--- config.mk ---
export PLATFORM = sky130hd
export DESIGN_NAME = divisor_prog
export DESIGN_NICKNAME = d
export VERILOG_FILES = /design/src/rtl/divisor_prog_pkg.sv /design/src/rtl/divisor_prog_contador_mod.sv /design/src/rtl/divisor_prog.sv
export SDC_FILE = /design/constraint.sdc
export NUM_CORES = 1
export LEC_CHECK = 0
export ABC_CLOCK_PERIOD_IN_PS = 3300
export CAP_MARGIN = 40
export CELL_PAD_IN_SITES_DETAIL_PLACEMENT = 0
export CELL_PAD_IN_SITES_GLOBAL_PLACEMENT = 1
export CORE_ASPECT_RATIO = 1.75
export CORE_MARGIN = 2
export CORE_UTILIZATION = 35
export CTS_CLUSTER_DIAMETER = 30
export DETAILED_ROUTE_END_ITERATION = 6
export PLACE_DENSITY_LB_ADDON = 0.1
export SLEW_MARGIN = 20
export SYNTH_ARGS = -nofsm -noshare
export SYNTH_HDL_FRONTEND = slang
export SYNTH_SLANG_ARGS = --single-unit
--- constraint.sdc ---
create_clock -name CLK -period 3.3 [get_ports CLK]
set_clock_uncertainty 0.05 [all_clocks]
set_input_delay 0.825 -clock CLK [delete_from_list [all_inputs] [get_ports CLK]]
set_output_delay 0.825 -clock CLK [all_outputs]
set_load 0.005 [all_outputs]
--- src/rtl/divisor_prog_pkg.sv ---
// Shared constants for the programmable divider and the Morse timing that sits on top of it.
package divisor_prog_pkg;

    localparam int unsigned CLK_HZ    = 100_000_000;
    localparam int unsigned DIV_WIDTH = 28;

    // Morse unit half-periods in CLK cycles (10 / 20 / 30 wpm at CLK_HZ)
    localparam int unsigned HALF_UNIT_SLOW   = 6_000_000;
    localparam int unsigned HALF_UNIT_NORMAL = 3_000_000;
    localparam int unsigned HALF_UNIT_FAST   = 2_000_000;

    typedef enum logic [1:0] {
        SPEED_SLOW   = 2'd0,
        SPEED_NORMAL = 2'd1,
        SPEED_FAST   = 2'd2
    } speed_e;

    function automatic logic [DIV_WIDTH-1:0] half_unit(input speed_e speed);
        logic [DIV_WIDTH-1:0] h;
        h = DIV_WIDTH'(HALF_UNIT_NORMAL);
        case (speed)
            SPEED_SLOW: h = DIV_WIDTH'(HALF_UNIT_SLOW);
            SPEED_FAST: h = DIV_WIDTH'(HALF_UNIT_FAST);
            default:    h = DIV_WIDTH'(HALF_UNIT_NORMAL);
        endcase
        return h;
    endfunction

endpackage

--- src/rtl/divisor_prog_contador_mod.sv ---
// Modulo counter: wraps to 0 at term_val, sync clear, enable, combinational terminal flag.
module contador_mod #(
    parameter int unsigned WIDTH = 8
) (
    input  logic             clk,
    input  logic             rst,
    input  logic             en,
    input  logic             clr,
    input  logic [WIDTH-1:0] term_val,
    output logic             term_c
);

    logic [WIDTH-1:0] cnt_q;
    logic [WIDTH-1:0] cnt_d;

    // Clear suppresses the terminal so nothing downstream toggles or applies a ratio.
    always_comb begin
        cnt_d  = cnt_q;
        term_c = en & ~clr & (cnt_q == term_val);
        if (clr) begin
            cnt_d = '0;
        end else if (term_c) begin
            cnt_d = '0;
        end else if (en) begin
            cnt_d = cnt_q + WIDTH'(1);
        end
    end

    always_ff @(posedge clk or posedge rst) begin
        if (rst) begin
            cnt_q <= '0;
        end else begin
            cnt_q <= cnt_d;
        end
    end

endmodule

--- src/rtl/divisor_prog.sv ---
// Runtime-programmable 50%-duty clock divider with a shadowed ratio applied at half-period boundaries.
module divisor_prog
    import divisor_prog_pkg::*;
#(
    parameter int unsigned WIDTH        = DIV_WIDTH,
    parameter int unsigned DEFAULT_HALF = 50_000_000
) (
    input  logic             CLK,
    input  logic             RST,
    input  logic             EN,
    input  logic             CLR,
    input  logic [WIDTH-1:0] HALF_IN,
    input  logic             LOAD,
    output logic             PEND,
    output logic             LOAD_ACK,
    output logic             TICK,
    output logic             OUT
);

    logic [WIDTH-1:0] half_q, half_d;
    logic [WIDTH-1:0] shadow_q, shadow_d;
    logic             pend_q, pend_d;
    logic             ack_q, ack_d;
    logic             tick_q, tick_d;
    logic             out_q, out_d;
    logic [WIDTH-1:0] term_val_c;
    logic             term_c;

    assign term_val_c = half_q - WIDTH'(1);

    contador_mod #(
        .WIDTH(WIDTH)
    ) u_contador (
        .clk     (CLK),
        .rst     (RST),
        .en      (EN),
        .clr     (CLR),
        .term_val(term_val_c),
        .term_c  (term_c)
    );

    // A same-cycle LOAD lands in the shadow after the apply, so it waits for the next term.
    always_comb begin
        half_d   = half_q;
        shadow_d = shadow_q;
        pend_d   = pend_q;
        ack_d    = 1'b0;
        tick_d   = term_c;
        out_d    = out_q;
        if (CLR) begin
            out_d = 1'b0;
        end else if (term_c) begin
            out_d = ~out_q;
        end
        if (term_c && pend_q) begin
            half_d = shadow_q;
            pend_d = 1'b0;
            ack_d  = 1'b1;
        end
        if (LOAD) begin
            shadow_d = (HALF_IN == '0) ? WIDTH'(1) : HALF_IN;
            pend_d   = 1'b1;
        end
    end

    always_ff @(posedge CLK or posedge RST) begin
        if (RST) begin
            half_q   <= WIDTH'(DEFAULT_HALF);
            shadow_q <= '0;
            pend_q   <= 1'b0;
            ack_q    <= 1'b0;
            tick_q   <= 1'b0;
            out_q    <= 1'b0;
        end else begin
            half_q   <= half_d;
            shadow_q <= shadow_d;
            pend_q   <= pend_d;
            ack_q    <= ack_d;
            tick_q   <= tick_d;
            out_q    <= out_d;
        end
    end

    assign PEND     = pend_q;
    assign LOAD_ACK = ack_q;
    assign TICK     = tick_q;
    assign OUT      = out_q;

endmodule

* Word level (Yosys, flattened, before mapping)
Cells that the tools add are included.
Operators by class: muxes and demuxes 9, reductions and logical operators 5, eq/ne operators 1, bitwise gates (word level) 4, add/subtract/negate cells 2
Operators with widths (count):
- $mux W28 | 4
- $add A28 B1 Y28 const B | 1
- $eq A28 B28 Y1 | 1
- $logic_not A28 Y1 | 1
- $sub A28 B1 Y28 const B | 1
- $mux W1 | 5
- $reduce_bool A2 Y1 | 2
- $reduce_bool A3 Y1 | 1
- $and A1 B1 Y1 | 2
- $not A1 Y1 | 2
- $logic_and A1 B1 Y1 | 1
Word-level totals: word-level logic and storage cells 28, flip-flop bits (word level) 88

* Logic depth before layout (Yosys ltp)
depth after elaboration 6, mapped depth 12, depth with buffers taken out 10

* Hierarchy
Synthesis repeated with hierarchy kept, for this count alone.
Second synthesis, totals: cell total of the unflattened synthesis 437, area, all modules 4807.1 um^2
Modules (own cells, without submodules):
- divisor_prog | cells an instance 218, area each 2882.8 um^2, seq. area each 1516.5 um^2, times used 1
- contador_mod | cells an instance 219, area each 1924.3 um^2, seq. area each 700.7 um^2, times used 1

* Least setup slack after synthesis
Ideal clock, no wire load.
kind reg2reg, start point register half_q[8], end point register half_q[10], path buffers 2, stages on the path, launching flop included 10, library setup time 0.128 ns, arrival 2.832 ns, data required time 3.122 ns, setup slack 0.290 ns, clock period less this slack 3.010 ns, path through dfrtp_1 -> buf_2 -> or4_4 -> nor4_2 -> nand3_1 -> xnor2_1 -> a2111oi_4 -> nand4_4 -> buf_6 -> mux2_1
Between the ends: longest elaborated chain between the ends 4
RTL lines:
- start, declared | RTL line divisor_prog.sv:20 | logic [WIDTH-1:0] half_q, half_d;
- start signal, assigned | RTL line divisor_prog.sv:68 | half_q <= WIDTH'(DEFAULT_HALF);
- start signal, assigned | RTL line divisor_prog.sv:75 | half_q <= half_d;
- $sub A28 B1 Y28 | RTL line divisor_prog.sv:29 | assign term_val_c = half_q - WIDTH'(1);
- $eq A28 B28 Y1 | RTL line divisor_prog_contador_mod.sv:19 | term_c = en & ~clr & (cnt_q == term_val);
- $and A1 B1 Y1 | RTL line divisor_prog_contador_mod.sv:19
- $logic_and A1 B1 Y1 | RTL line divisor_prog.sv:55 | if (term_c && pend_q) begin
No other way between the ends. A chain may end at the register's enable or synchronous reset.

* Final worst setup path
start point register half_q[19], end point register half_q[26]
The elaborated chain is that of the path after synthesis.

==> summary.txt <==
Timing
  – Slew Limit Fails: 0
  – Final Hold Viols: 0
  – Unrepaired setup endpoints after global routing: false
  – Setup TNS: 0 ns
  – Crit share post-route: 94.1%
  – Minimum clock period: 3.11 ns
  – Worst-Margin Slew: 0.522 ns
  – Fmax: 0.322 GHz
  – Final setup viols: 0
  – Rel. slew slack: 64.9%

Yosys
  – Sequential-to-total area share from yosys stat: 46.8%
  – Syn Nets: 454
  – Post-Synthesis Cells: 419
  – Synth Warn #: 0
  – Post-synth EDFFs: 0
  – Syn avg cell area: 11.3 um^2
  – Ys async rst share: 100%
  – Distinct cells, synth: 52
  – Synth Register Bits: 88
  – Top_reg_cell synth: dfrtp_1
  – Cell area after synthesis: 0.00474 mm^2

Setup path
  – Worst-path maximum fanout: 19
  – Setup crit end kind: register
  – Critical path's top delay family: simple AND/OR/NAND/NOR gates
  – FF-to-FF Start: half_q[19]$_DFFE_PP1P_
  – Reg-to-reg endpoint: half_q[26]$_DFFE_PP0P_
  – Worst path bufs/invs: 1
  – FF-to-FF setup slack: 0.19 ns
  – Crit-path slowest cell: or4_4
  – Reg2reg path depth: 9
  – Arrival @ worst endpoint: 3.28 ns
  – CP Launch Type: register
  – CP endpoint: half_q[26]$_DFFE_PP0P_
  – CP cell instances: or4_4 -> or3_1 -> a21boi_1 -> a31oi_2 -> nand4b_1 -> nor4_4 -> nand4_4 -> buf_12 -> mux2_1
  – Critical path class: register to register
  – Critical path data required time: 3.47 ns
  – CP Depth: 9
  – Worst setup path start: half_q[19]$_DFFE_PP1P_
  – CP peak stage delay: 0.54 ns

Placement
  – DP Cell Count: 640
  – I/O Buffers: 36
  – Detailed Place HPWL: 8890 um
  – Routability cong.: 0.820

Routing
  – Antenna-violating nets left: 0
  – Total Routed Length: 11,700 um
  – DRC violations left: 0
  – TritonRoute pass-1 iters: 4
  – Via count: 3,410
  – Vias per cell: 5.18
  – Routed WL per cell: 17.8 um
  – Starting DRT DRC Count: 118

GRT
  – Tot GR Track Use: 17.5%
  – Pin count of the biggest net entering global routing: 44
  – Initial antenna violation count: 0
  – First-pass GRT wire length: 19,300 um
  – Vias in the first global route: 3,686
  – Congestion Overflow GR: 0

Clock network
  – H-tree depth: 3
  – CTS max path bufs: 2
  – CTS tree: done
  – Clk_lat worst skew: 0.35 ns
  – CTS sink count: 88
  – Clock slew at reported path FFs: 0.07 ns
  – Clock root buffer: clkbuf_16
  – CTS Buf Count: 9

Outcome
  – Status: finished clean

Power and ir drop
  – Pint: 1.79 mW
  – Maximum VDD drop: 229 uV
  – Clock share of power: 44.9%
  – Leak Pwr: 2.61 nW
  – Final Total Pwr: 2.32 mW
  – Sequential Power Share: 49.2%
  – Pwr/cell area: 398 mW/mm^2
  – Sw Ratio: 23.0%
  – Switching pwr: 0.534 mW
  – Comb pwr share: 6.0%

Floorplanning
  – Core ar.: 0.0133 mm^2
  – Starting Density: 35.6%
  – Die footprint: 0.0145 mm^2
  – Num rows: 56
  – Die height: 158 um
  – IO Pins: 37
  – DIE WIDTH: 91.9 um

Cells and area
  – Final non-filler cell total: 658
  – Antenna fix cells: 0
  – Synth-to-Final Area Change: 23.1%
  – Share of layout cells above drive strength 1: 25.4%
  – Final net count: 514

Job
  – MaxCap Viol Count: 0

Worst hold path
  – Worst hold path class: register to register
## logic make-up after synthesis
family | count (synthesis) | share of synthesized area, %
flip-flops | 88 | 46.8
multiplexers | 58 | 14.7
buffers and inverters | 23 | 2.40
AO/OA/AOI/OAI | 31 | 4.91
XOR/XNOR | 65 | 12.0
AND/OR/NAND/NOR | 152 | 18.6
adder cells (fa/ha/maj) | 2 | 0.528
## how the worst min path moves through the flow
stage	slack (ns)	cells after the start	startpoint	to
after floorplan	0.40	1	shadow_q[10]$_DFFE_PP0P_	half_q[10]$_DFFE_PP0P_
after global placement	0.43	1	shadow_q[25]$_DFFE_PP0P_	half_q[25]$_DFFE_PP1P_
after detailed placement	0.43	1	shadow_q[11]$_DFFE_PP0P_	half_q[11]$_DFFE_PP0P_
after CTS	0.45	1	shadow_q[25]$_DFFE_PP0P_	half_q[25]$_DFFE_PP1P_
after global routing	0.47	1	shadow_q[7]$_DFFE_PP0P_	half_q[7]$_DFFE_PP1P_
final	0.44	1	shadow_q[25]$_DFFE_PP0P_	half_q[25]$_DFFE_PP1P_
## power by group through the flow
stage | logic (mW) | clock network (mW) | registers, mW
floorplan | 0.0724 | 0 | 1.15
global placement | 0.136 | 0 | 1.16
detailed placement | 0.139 | 0 | 1.16
CTS | 0.139 | 1.08 | 1.14
global route | 0.155 | 1.12 | 1.14
finish | 0.138 | 1.04 | 1.14
## layer usage
| layer | global-route usage (%) | part of all wire [%] |
|---|---|---|
| met1 | 17.9 | 38 |
| met2 | 34.4 | 57 |
| met3 | 2.90 | 1.6 |
| met4 | 7.60 | 3.0 |
| met5 | 0 | 0 |
## synthesized netlist by cell type (3+ instances only)
cell	n	area, um^2
dfrtp_1	76	1900
nor2_1	44	165
xor2_1	36	315
mux2_2	34	383
xnor2_1	29	254
nand2_1	16	60.1
nor4_1	14	87.6
dfstp_2	12	315
mux2_4	12	180
nand3_1	12	60.1
clkbuf_1	11	41.3
mux2_1	10	113
nor3_1	9	45.0
a21oi_1	7	35.0
and3_1	6	37.5
nand4_1	6	37.5
or3_1	6	37.5
or4_1	5	37.5
a211oi_1	4	30.0
and4_1	4	35.0
inv_1	4	15.0
nand4b_1	4	35.0
nor4b_1	4	35.0
a31oi_1	3	18.8
buf_4	3	22.5
nand2b_1	3	18.8
nand3b_1	3	22.5
o2111ai_1	3	26.3
o21ai_0	3	15.0
o31ai_1	3	22.5
or4_4	3	33.8
## metrics by stage
stage          setup WS, ns  cell area (um^2)  hold WS (ns)  util [%]
6_report              0.194              5830         0.443      43.8
4_1_cts               0.106              5770         0.451      43.3
3_3_place_gp          0.119              5470         0.429      41.1
5_1_grt              0.0194              5830         0.471      43.8
2_1_floorplan         0.166              4740         0.404         -
3_5_place_dp         0.0707              5470         0.433      41.1
## registers in the layout, summed over array words and instances, names as in the netlist
signal            cells
LOAD_ACK              1
half_q               28
TICK                  1
PEND                  1
shadow_q             28
OUT                   1
u_contador.cnt_q     28
## cells in the final DEF, fill, tap and decap left out, types with 4 or more instances in the layout
| cell | Yosys | final |
|---|---|---|
| nand3_1 | 12 | 12 |
| nand4b_1 | 4 | 4 |
| clkbuf_16 | 0 | 9 |
| or3_1 | 6 | 6 |
| clkdlybuf4s50_1 | 0 | 36 |
| nor2_1 | 44 | 43 |
| xnor2_1 | 29 | 29 |
| xor2_1 | 36 | 36 |
| nor4_1 | 14 | 14 |
| mux2_2 | 34 | 34 |
| and4_1 | 4 | 4 |
| nand2_1 | 16 | 16 |
| a21oi_1 | 7 | 7 |
| buf_4 | 3 | 26 |
| dfrtp_1 | 76 | 76 |
| nand4_1 | 6 | 6 |
| or4_1 | 5 | 4 |
| nor3_1 | 9 | 8 |
| and3_1 | 6 | 6 |
| or4_4 | 3 | 4 |
| dfstp_2 | 12 | 12 |
| mux2_4 | 12 | 12 |
| mux2_1 | 10 | 10 |
| buf_12 | 0 | 4 |
| a211oi_1 | 4 | 4 |
## repair_timing
| item | 4_1_cts | 5_1_grt |
|---|---|---|
| hold buffers | 0 | 0 |
| setup endpoints to repair | 0 | 55 |
| buffers inserted | 0 | 1 |
| gates resized for setup | 0 | 7 |
## area by class of cell
class                   instances  area, um^2
multi-input cells             308        2440
repair buffers                 66         636
inverters                       6        23.8
clock inverters                 6        66.3
clock buffers                  10         229
fillers                      1283        7480
well taps                     174         218
flip-flops and latches         88        2220
No activity file was read; power rests on OpenSTA's default activity.
==> RTL change (config.mk and constraints unchanged) <==
The package constant `DIV_WIDTH` goes from 28 to 14.
--- a/src/rtl/divisor_prog_pkg.sv
+++ b/src/rtl/divisor_prog_pkg.sv
@@ -3,5 +3,5 @@
 
     localparam int unsigned CLK_HZ    = 100_000_000;
-    localparam int unsigned DIV_WIDTH = 28;
+    localparam int unsigned DIV_WIDTH = 14;
 
     // Morse unit half-periods in CLK cycles (10 / 20 / 30 wpm at CLK_HZ)
Ports: changed (resized HALF_IN); port bits go from 37 to 23. The function was not compared with the original's and may differ.
==> RTL change against the unedited design <==
  * First-iteration DRC count is 47% lower
  * Die area decreased by 48%
  * Synthesized cell count shrank 50%
  * Total power is 47% lower
  * Global-route usage fell by 2.0 points
  * Wire length is 57% lower
  * Setup slack got worse by 18 ps
  * Final area decreased by 49%
  * Sequential cell count decreased by 42
  * Area after synthesis is 49% lower
  * Critical path type unchanged
  * Clock power shrank 45%
  * Cell count fell by 50%
==> RTL change: results (changes against the unedited design) <==
Finish
  • # clk buffers: 6 (-4)
  • # fillers: 639 (-50%)
  • Share of layout cells above drive strength 1: 25.6% (+0.20 points)
  • Regs by FF count: half_q x14, shadow_q x14, u_contador.cnt_q x14
  • Area Growth Syn to Fin: 23.2%
  • Clk tree area frac: 5.60% (+0.53 points)

Synthesis
  • Part of the Yosys area used for sequential elements: 47.9% (+1.1 points)
  • Post-Synth XOR/XNOR Area: 10.2% (-1.9 points)
  • Ranking of synthesized cells by area: dfrtp_1 (45%), mux2_2 (7.9%), xor2_1 (6.5%)
  • Synthesized area per cell: 11.5 sq um (+1.6%)
  • Compound-gate portion of the synthesized area: 7.37% (+2.5 points)

Floorplanning
  • Tap Count: 84 (-52%)

Placement
  • DP Cell Count: 321 (-50%)

Setup path
  • FF-to-FF End: half_q[9]
  • CP max stage delay: 570 ps (+30 ps)
  • Critical path origin: half_q[0]
  • R2R Setup Slk: 180 ps (-20 ps)

Routing
  • Vias: 1668 (-51%)
  • Met1 WL: 1.86 mm (-59%)
  • DR WL met2: 2.84 mm (-57%)

Power and ir drop
  • NetSw: 255 uW (-52%)
  • VDD IR-drop max: 0.400 mV (+75%)

Global routing
  • GRT met1 Usage: 16.7% (-1.2 points)
  • Met2 Resource Use GR: 27.7% (-6.7 points)
  • All-Layer GR Usage: 15.5% (-2.0 points)
  • GR Util met3: 3.25% (+0.35 points)

Clock tree
  • TritonCTS Buffers: 5 (-4)
  • Worst-Skew Late Latency: 290 ps (-60 ps)

Outcome
  • Status: complete, no violations

STA
  • Slew at the pin closest to its max-slew limit: 669 ps (+147 ps)
[RTL change: metrics by stage]
step	hold slack, ps	setup WS [ps]
2_1_floorplan	424	35.5
3_3_place_gp	410	150
3_5_place_dp	421	78.4
4_1_cts	425	48.3
5_1_grt	460	21.9
6_report	418	176
[RTL change: cell families after synthesis]
family / Yosys count
and+or+nand+nor: 65
DFF: 46
muxes: 30
xor gates and xnor gates: 28
AOI/OAI and AO/OA: 23
buffers and inverters: 16
adders and majority gates: 2
[RTL change: power groups by stage]
| stage | logic (mW) | clock network (mW) | registers [mW] |
|---|---|---|---|
| finish | 0.0737 | 0.568 | 0.596 |
| floorplan | 0.0396 | 0 | 0.601 |
| detailed placement | 0.0754 | 0 | 0.607 |
| CTS | 0.0755 | 0.584 | 0.596 |
| global placement | 0.0727 | 0 | 0.605 |
| global route | 0.0818 | 0.610 | 0.598 |
[RTL change: timing repair]
action | in CTS | in global routing
hold endpoints to repair | 0 | 0
endpoints found under the setup margin | 0 | 14
setup buffers | 0 | 1
resized for setup | 0 | 2
